[src/rtl/i2c_pkg.sv]
// Shared constants and state encoding for the I2C master byte-level sequencers.
package i2c_pkg;

    localparam int I2C_BYTE_BITS = 8;

    // Level driven on SDA during the acknowledge bit.
    localparam logic I2C_ACK  = 1'b0;
    localparam logic I2C_NACK = 1'b1;

    // 3-bit state codes for the byte read sequencer.
    localparam logic [2:0] ST_IDLE     = 3'd0;
    localparam logic [2:0] ST_READ     = 3'd1;
    localparam logic [2:0] ST_READ_GAP = 3'd2;
    localparam logic [2:0] ST_ACK      = 3'd3;
    localparam logic [2:0] ST_DONE     = 3'd4;
    localparam logic [2:0] ST_RELEASE  = 3'd5;

    typedef enum logic [2:0] {
        S_IDLE     = ST_IDLE,
        S_READ     = ST_READ,
        S_READ_GAP = ST_READ_GAP,
        S_ACK      = ST_ACK,
        S_DONE     = ST_DONE,
        S_RELEASE  = ST_RELEASE
    } rd_state_e;

endpackage

[src/rtl/i2c_byte_shift.sv]
// 8-bit MSB-first shift register with a 3-bit bit counter.
// 'last' flags that the current shift completes the byte.
module i2c_byte_shift
    import i2c_pkg::*;
(
    input  logic       clock,
    input  logic       reset_n,
    input  logic       clear,
    input  logic       shift_en,
    input  logic       bit_in,
    output logic [7:0] byte_out,
    output logic       last
);

    logic [2:0] cnt_q;
    logic [7:0] sreg_q;

    // Clear has priority; each shift appends the new bit at the LSB end.
    always_ff @(posedge clock or negedge reset_n) begin
        if (!reset_n) begin
            cnt_q  <= 3'd0;
            sreg_q <= 8'h00;
        end else if (clear) begin
            cnt_q  <= 3'd0;
            sreg_q <= 8'h00;
        end else if (shift_en) begin
            cnt_q  <= cnt_q + 3'd1;
            sreg_q <= {sreg_q[6:0], bit_in};
        end
    end

    assign byte_out = sreg_q;
    assign last     = (cnt_q == 3'(I2C_BYTE_BITS - 1));

endmodule

[src/rtl/i2c_master_read_byte.sv]
// Byte-level read sequencer: issues eight bit reads, then one ACK/NACK
// bit write, and reports the assembled byte with a single finish pulse.
module i2c_master_read_byte
    import i2c_pkg::*;
(
    input  logic       clock,
    input  logic       reset_n,
    input  logic       go,
    input  logic       ack,
    output logic       finish,
    output logic [7:0] data,
    output logic       error,
    output logic       bit_read_go,
    input  logic       bit_read_finish,
    input  logic       bit_read_data,
    input  logic       bit_read_error,
    output logic       bit_write_go,
    output logic       bit_write_data,
    input  logic       bit_write_finish,
    input  logic       bit_write_error
);

    rd_state_e  state_q, state_d;
    logic       ack_q, ack_d;
    logic       finish_q, finish_d;
    logic       error_q, error_d;
    logic [7:0] data_q, data_d;
    logic       rgo_q, rgo_d;
    logic       wgo_q, wgo_d;
    logic       wdata_q, wdata_d;

    logic       sh_clear;
    logic       sh_shift;
    logic [7:0] sh_byte;
    logic       sh_last;

    i2c_byte_shift u_shift (
        .clock    (clock),
        .reset_n  (reset_n),
        .clear    (sh_clear),
        .shift_en (sh_shift),
        .bit_in   (bit_read_data),
        .byte_out (sh_byte),
        .last     (sh_last)
    );

    // State and registered outputs; reset drops both go lines immediately.
    always_ff @(posedge clock or negedge reset_n) begin
        if (!reset_n) begin
            state_q  <= S_IDLE;
            ack_q    <= 1'b0;
            finish_q <= 1'b0;
            error_q  <= 1'b0;
            data_q   <= 8'h00;
            rgo_q    <= 1'b0;
            wgo_q    <= 1'b0;
            wdata_q  <= 1'b1;
        end else begin
            state_q  <= state_d;
            ack_q    <= ack_d;
            finish_q <= finish_d;
            error_q  <= error_d;
            data_q   <= data_d;
            rgo_q    <= rgo_d;
            wgo_q    <= wgo_d;
            wdata_q  <= wdata_d;
        end
    end

    // Next-state logic; output registers are loaded on the transition so
    // they line up with the state they belong to.
    always_comb begin
        state_d  = state_q;
        ack_d    = ack_q;
        finish_d = 1'b0;
        error_d  = 1'b0;
        data_d   = data_q;
        rgo_d    = rgo_q;
        wgo_d    = wgo_q;
        wdata_d  = wdata_q;
        sh_clear = 1'b0;
        sh_shift = 1'b0;

        case (state_q)
            S_IDLE: begin
                if (go) begin
                    ack_d    = ack;
                    sh_clear = 1'b1;
                    rgo_d    = 1'b1;
                    state_d  = S_READ;
                end
            end
            S_READ: begin
                // Finishes are only honoured while our read request is up.
                if (rgo_q && bit_read_finish) begin
                    rgo_d = 1'b0;
                    if (bit_read_error) begin
                        finish_d = 1'b1;
                        error_d  = 1'b1;
                        state_d  = S_DONE;
                    end else begin
                        sh_shift = 1'b1;
                        if (sh_last) begin
                            wgo_d   = 1'b1;
                            wdata_d = ack_q ? I2C_ACK : I2C_NACK;
                            state_d = S_ACK;
                        end else begin
                            state_d = S_READ_GAP;
                        end
                    end
                end
            end
            S_READ_GAP: begin
                // One idle cycle so the bit reader sees go low between bits.
                rgo_d   = 1'b1;
                state_d = S_READ;
            end
            S_ACK: begin
                if (wgo_q && bit_write_finish) begin
                    wgo_d    = 1'b0;
                    finish_d = 1'b1;
                    error_d  = bit_write_error;
                    if (!bit_write_error) begin
                        data_d = sh_byte;
                    end
                    state_d = S_DONE;
                end
            end
            S_DONE: begin
                state_d = S_RELEASE;
            end
            S_RELEASE: begin
                // Caller must drop go before another byte can start.
                if (!go) begin
                    state_d = S_IDLE;
                end
            end
            default: begin
                state_d = S_IDLE;
            end
        endcase
    end

    assign finish         = finish_q;
    assign error          = error_q;
    assign data           = data_q;
    assign bit_read_go    = rgo_q;
    assign bit_write_go   = wgo_q;
    assign bit_write_data = wdata_q;

endmodule

[config.mk]
export PLATFORM = sky130hd
export DESIGN_NAME = i2c_master_read_byte
export DESIGN_NICKNAME = d
export VERILOG_FILES = /design/src/rtl/i2c_pkg.sv /design/src/rtl/i2c_byte_shift.sv /design/src/rtl/i2c_master_read_byte.sv
export SDC_FILE = /design/constraint.sdc
export NUM_CORES = 1
export LEC_CHECK = 0
export CAP_MARGIN = 40
export CELL_PAD_IN_SITES_DETAIL_PLACEMENT = 0
export CELL_PAD_IN_SITES_GLOBAL_PLACEMENT = 1
export CORE_MARGIN = 3
export CORE_UTILIZATION = 47
export DETAILED_ROUTE_END_ITERATION = 8
export DONT_BUFFER_PORTS = 1
export PLACE_DENSITY = 0.83
export SYNTH_ARGS = -nofsm -noshare
export SYNTH_HDL_FRONTEND = slang
export SYNTH_SLANG_ARGS = --single-unit
[constraint.sdc]
create_clock -name clock -period 1.7 [get_ports clock]
set_input_delay 0.085 -clock clock [delete_from_list [all_inputs] [get_ports clock]]
set_output_delay 0.085 -clock clock [all_outputs]
set_load 0.03 [all_outputs]
==> results.md <==
- Status: finished, final reports clean
- Worst slew pin tran: approximately 390 ps
- Critical Path, Cell by Cell: or3b_4 -> nor3_4 -> buf_12 -> mux2i_1 -> nor2_1
- Die ar.: roughly 0.0034 mm²
- Pre-CTS worst setup slack: 196.0 ps
- Ant diodes: 0
- Synth warn: 0
- Layout cell share with drive strength beyond 1: between 20% and 30%
- Die Ht: just under 60 µm
- Register area share after synthesis: ~55%
- RSZ-0062 raised after global routing: false
- Synth Area in Simple Gates: between 10% and 20%
- Max Clock Skew: 2.283 ps
- Critical Path Max Stage Delay: 430 ps
- Number of cells produced by synthesis: 117
- Crit Path Category: reg -> reg
- Worst path slowest cell: or3b_4
- Initial antenna violation count: 0
- Worst setup SP type: register
- Final hold violations: 0
- Final worst path period share: around nine tenths
- Xor and xnor fraction of the mapped netlist area: 0%
- Vias: about 900
- Gp weighted congestion: about 0.9
- Core ar.: 0.002522 mm²
- Detailed Route Iter0 Violations: 21
- Die X-Extent: between 50 and 60 µm
- Setup-failing EPs final: 0
- Reg2Reg Launch Point: state_q[1]
- Setup Buffers After CTS: 0
- CTS tree: built
- CTS Buf Count: 3
- Overall routed net length: about 2300 µm
- Buffers & Inverters on Critical Path: 1
- Clock Tree Buf Depth: 2
- Vias/cell: around 5.6
- Hold_sp: bit_read_error
- Synthesized Nets: between 100 and 150
- First-pass GRT wire length: just over 4000 µm
- Pwr Total: a little under 1 mW
- Drt pass-1 iters: 4
- Io pins: 22
- Clk sink count: 28
- Cell row count: 18
- Grt ovf: 0
- PortBufs: 0
- Worst slew margin: approximately three quarters
- Remaining antenna violation count: 0
- Adder-cell share of the synthesized area: 1.967%
- Critical path's top delay family: simple AND/OR/NAND/NOR gates
- Netlist cell types: 30
- Max cap viols: 0
- WL/cell: 14.65 µm
- Max-slew violations: 0
- Worst setup EP type: register
- Initial core utilization: about half
- Hold Crit Class: in -> reg
- Largest net degree at the start of global routing: 29
- Max frequency: 656.8 MHz
- Tot GR Track Use: 16.00%
- DRC viols: 0
- Number of synthesized flops with an enable pin: 0
- Sum of negative setup slack: 0 ps
- Crit path required time: about 1900 ps
- Async set-or-reset flop fraction in the synthesized netlist: 100.0%
- Cell Pwr Density: slightly below 700 mW/mm²
- Largest family of logic cells by synthesized area: simple AND/OR/NAND/NOR gates
- Clock root buffer: clkbuf_4
- Setup ws final: between 150 and 200 ps
- Vias in the first global route: around 890
- Clock Latency Late Sink: 320 ps
- VDD IR max: 0.0006088 V
- Final min period: ~1500 ps
- Post-detail-place hpwl: approximately 1700 µm
- Worst setup startpoint: state_q[1]
- Mapped Area: about 0.0013 mm²
- Synth Register Bits: 28
- Reg clk slew, reported paths: ~140 ps
- Area growth syn-to-layout: 13.96%
- Avg Synthesized Cell Area: roughly 11 µm²
- Final #Nets: 142
- Worst EP arrival: between 1500 and 2000 ps
- LEAKAGE: 0.7065 nW
- Synth Area in Compound Gates: 7.670%
- Mux contribution to synthesized area: between 10 and 15%
- CP Max Fanout: 17
- Predominant post-synthesis flop cell: dfrtp_1
- Final core utilization: 57.49%
- # H-tree levels: 1
==> flip-flops by register name (all words and copies together) (netlist names) <==
signal / count
u_shift.cnt_q: 3
bit_write_data: 1
ack_q: 1
state_q: 3
u_shift.byte_out: 8
finish: 1
data: 8
bit_write_go: 1
bit_read_go: 1
error: 1
==> layer usage <==
metal	GRT usage (%)	wire [µm]	vias up
met2	27.90	1180	22
met5	0	0	-
met3	4.232	134	4
met4	4.967	29	0
met1	19.25	1000	444
li1	-	-	433
==> final timing paths <==
check	slack, ps	endpoint	cells past startpoint
worst max-delay path	180	u_shift.byte_out[3]	5
worst min-delay path	40	finish	3
worst max register to register	180	u_shift.byte_out[3]	5
worst min register to register	440	bit_write_data	1
max in group asynchronous	1290	bit_write_data	2
min in group asynchronous	180	bit_read_go	2
==> where the power goes <==
| group | switching (mW) | internal, mW |
|---|---|---|
| clock network | 0.180 | 0.0919 |
| logic | 0.0229 | 0.0167 |
| registers | 0.00129 | 0.667 |
==> worst register-to-register path: cells and delay by family, from the launching register on <==
| kind | cells | cell delay, ps |
|---|---|---|
| buffers and inverters | 1 | 180 |
| flip-flops | 1 | 410 |
| multiplexers | 1 | 190 |
| AND/OR/NAND/NOR | 3 | 640 |
==> repair_timing <==
action	in CTS	in global routing
endpoints found under the hold margin	32	0
gates resized for setup	0	0
hold buffers	6	0
setup endpoints to repair	0	0
==> synthesized netlist by cell type (all sizes together) (2+ instances only) <==
master	n	area share [%]
or3	2	0.98
ha	2	2.0
nand2	20	5.9
nor2	11	3.4
buf	3	1.7
dfrtp	27	53
clkbuf	2	0.59
inv	4	1.2
nand3	2	0.79
mux2i	9	7.1
o21ai	7	2.8
mux2	8	7.1
a21oi	4	1.6
nor2b	2	0.98
nor3	2	1.7
==> placed cells by master (no fill, tap or decap), types with 2 or more instances in the layout <==
| cell type | count |
|---|---|
| a21oi_1 | 4 |
| buf_12 | 2 |
| buf_4 | 7 |
| clkbuf_4 | 3 |
| dfrtp_1 | 27 |
| dlygate4sd3_1 | 5 |
| ha_1 | 2 |
| inv_1 | 4 |
| mux2_2 | 8 |
| mux2i_1 | 9 |
| nand2_1 | 20 |
| nand3_1 | 2 |
| nor2_1 | 10 |
| nor2b_1 | 2 |
| o21ai_0 | 7 |
| or3_1 | 2 |
==> area by class of cell <==
cell class	count	area [µm²]
tap	30	37.54
sequential	28	701.9
multi-input combinational	80	526.8
fill	223	1072
timing repair buffer	14	142.6
inverter	4	15.01
clock buffer	4	26.28
==> cells by family after synthesis <==
kind of cell / after synthesis
compound gates: 16
fa+ha+maj: 2
buf+inv: 9
flops: 28
mux: 17
simple gates: 45
==> stage by stage <==
step / cell area (µm²) / hold slack [ps] / cells
final: 1450 / 38.31 / 160
after global routing: 1450 / 41.85 / 160
after detailed placement: 1354 / -210.0 / 150
after global placement: 1354 / -209.9 / 150
after CTS: 1450 / 22.50 / 160
after floorplan: 1272 / -210.6 / 117
(Power assumes the default switching activity.)
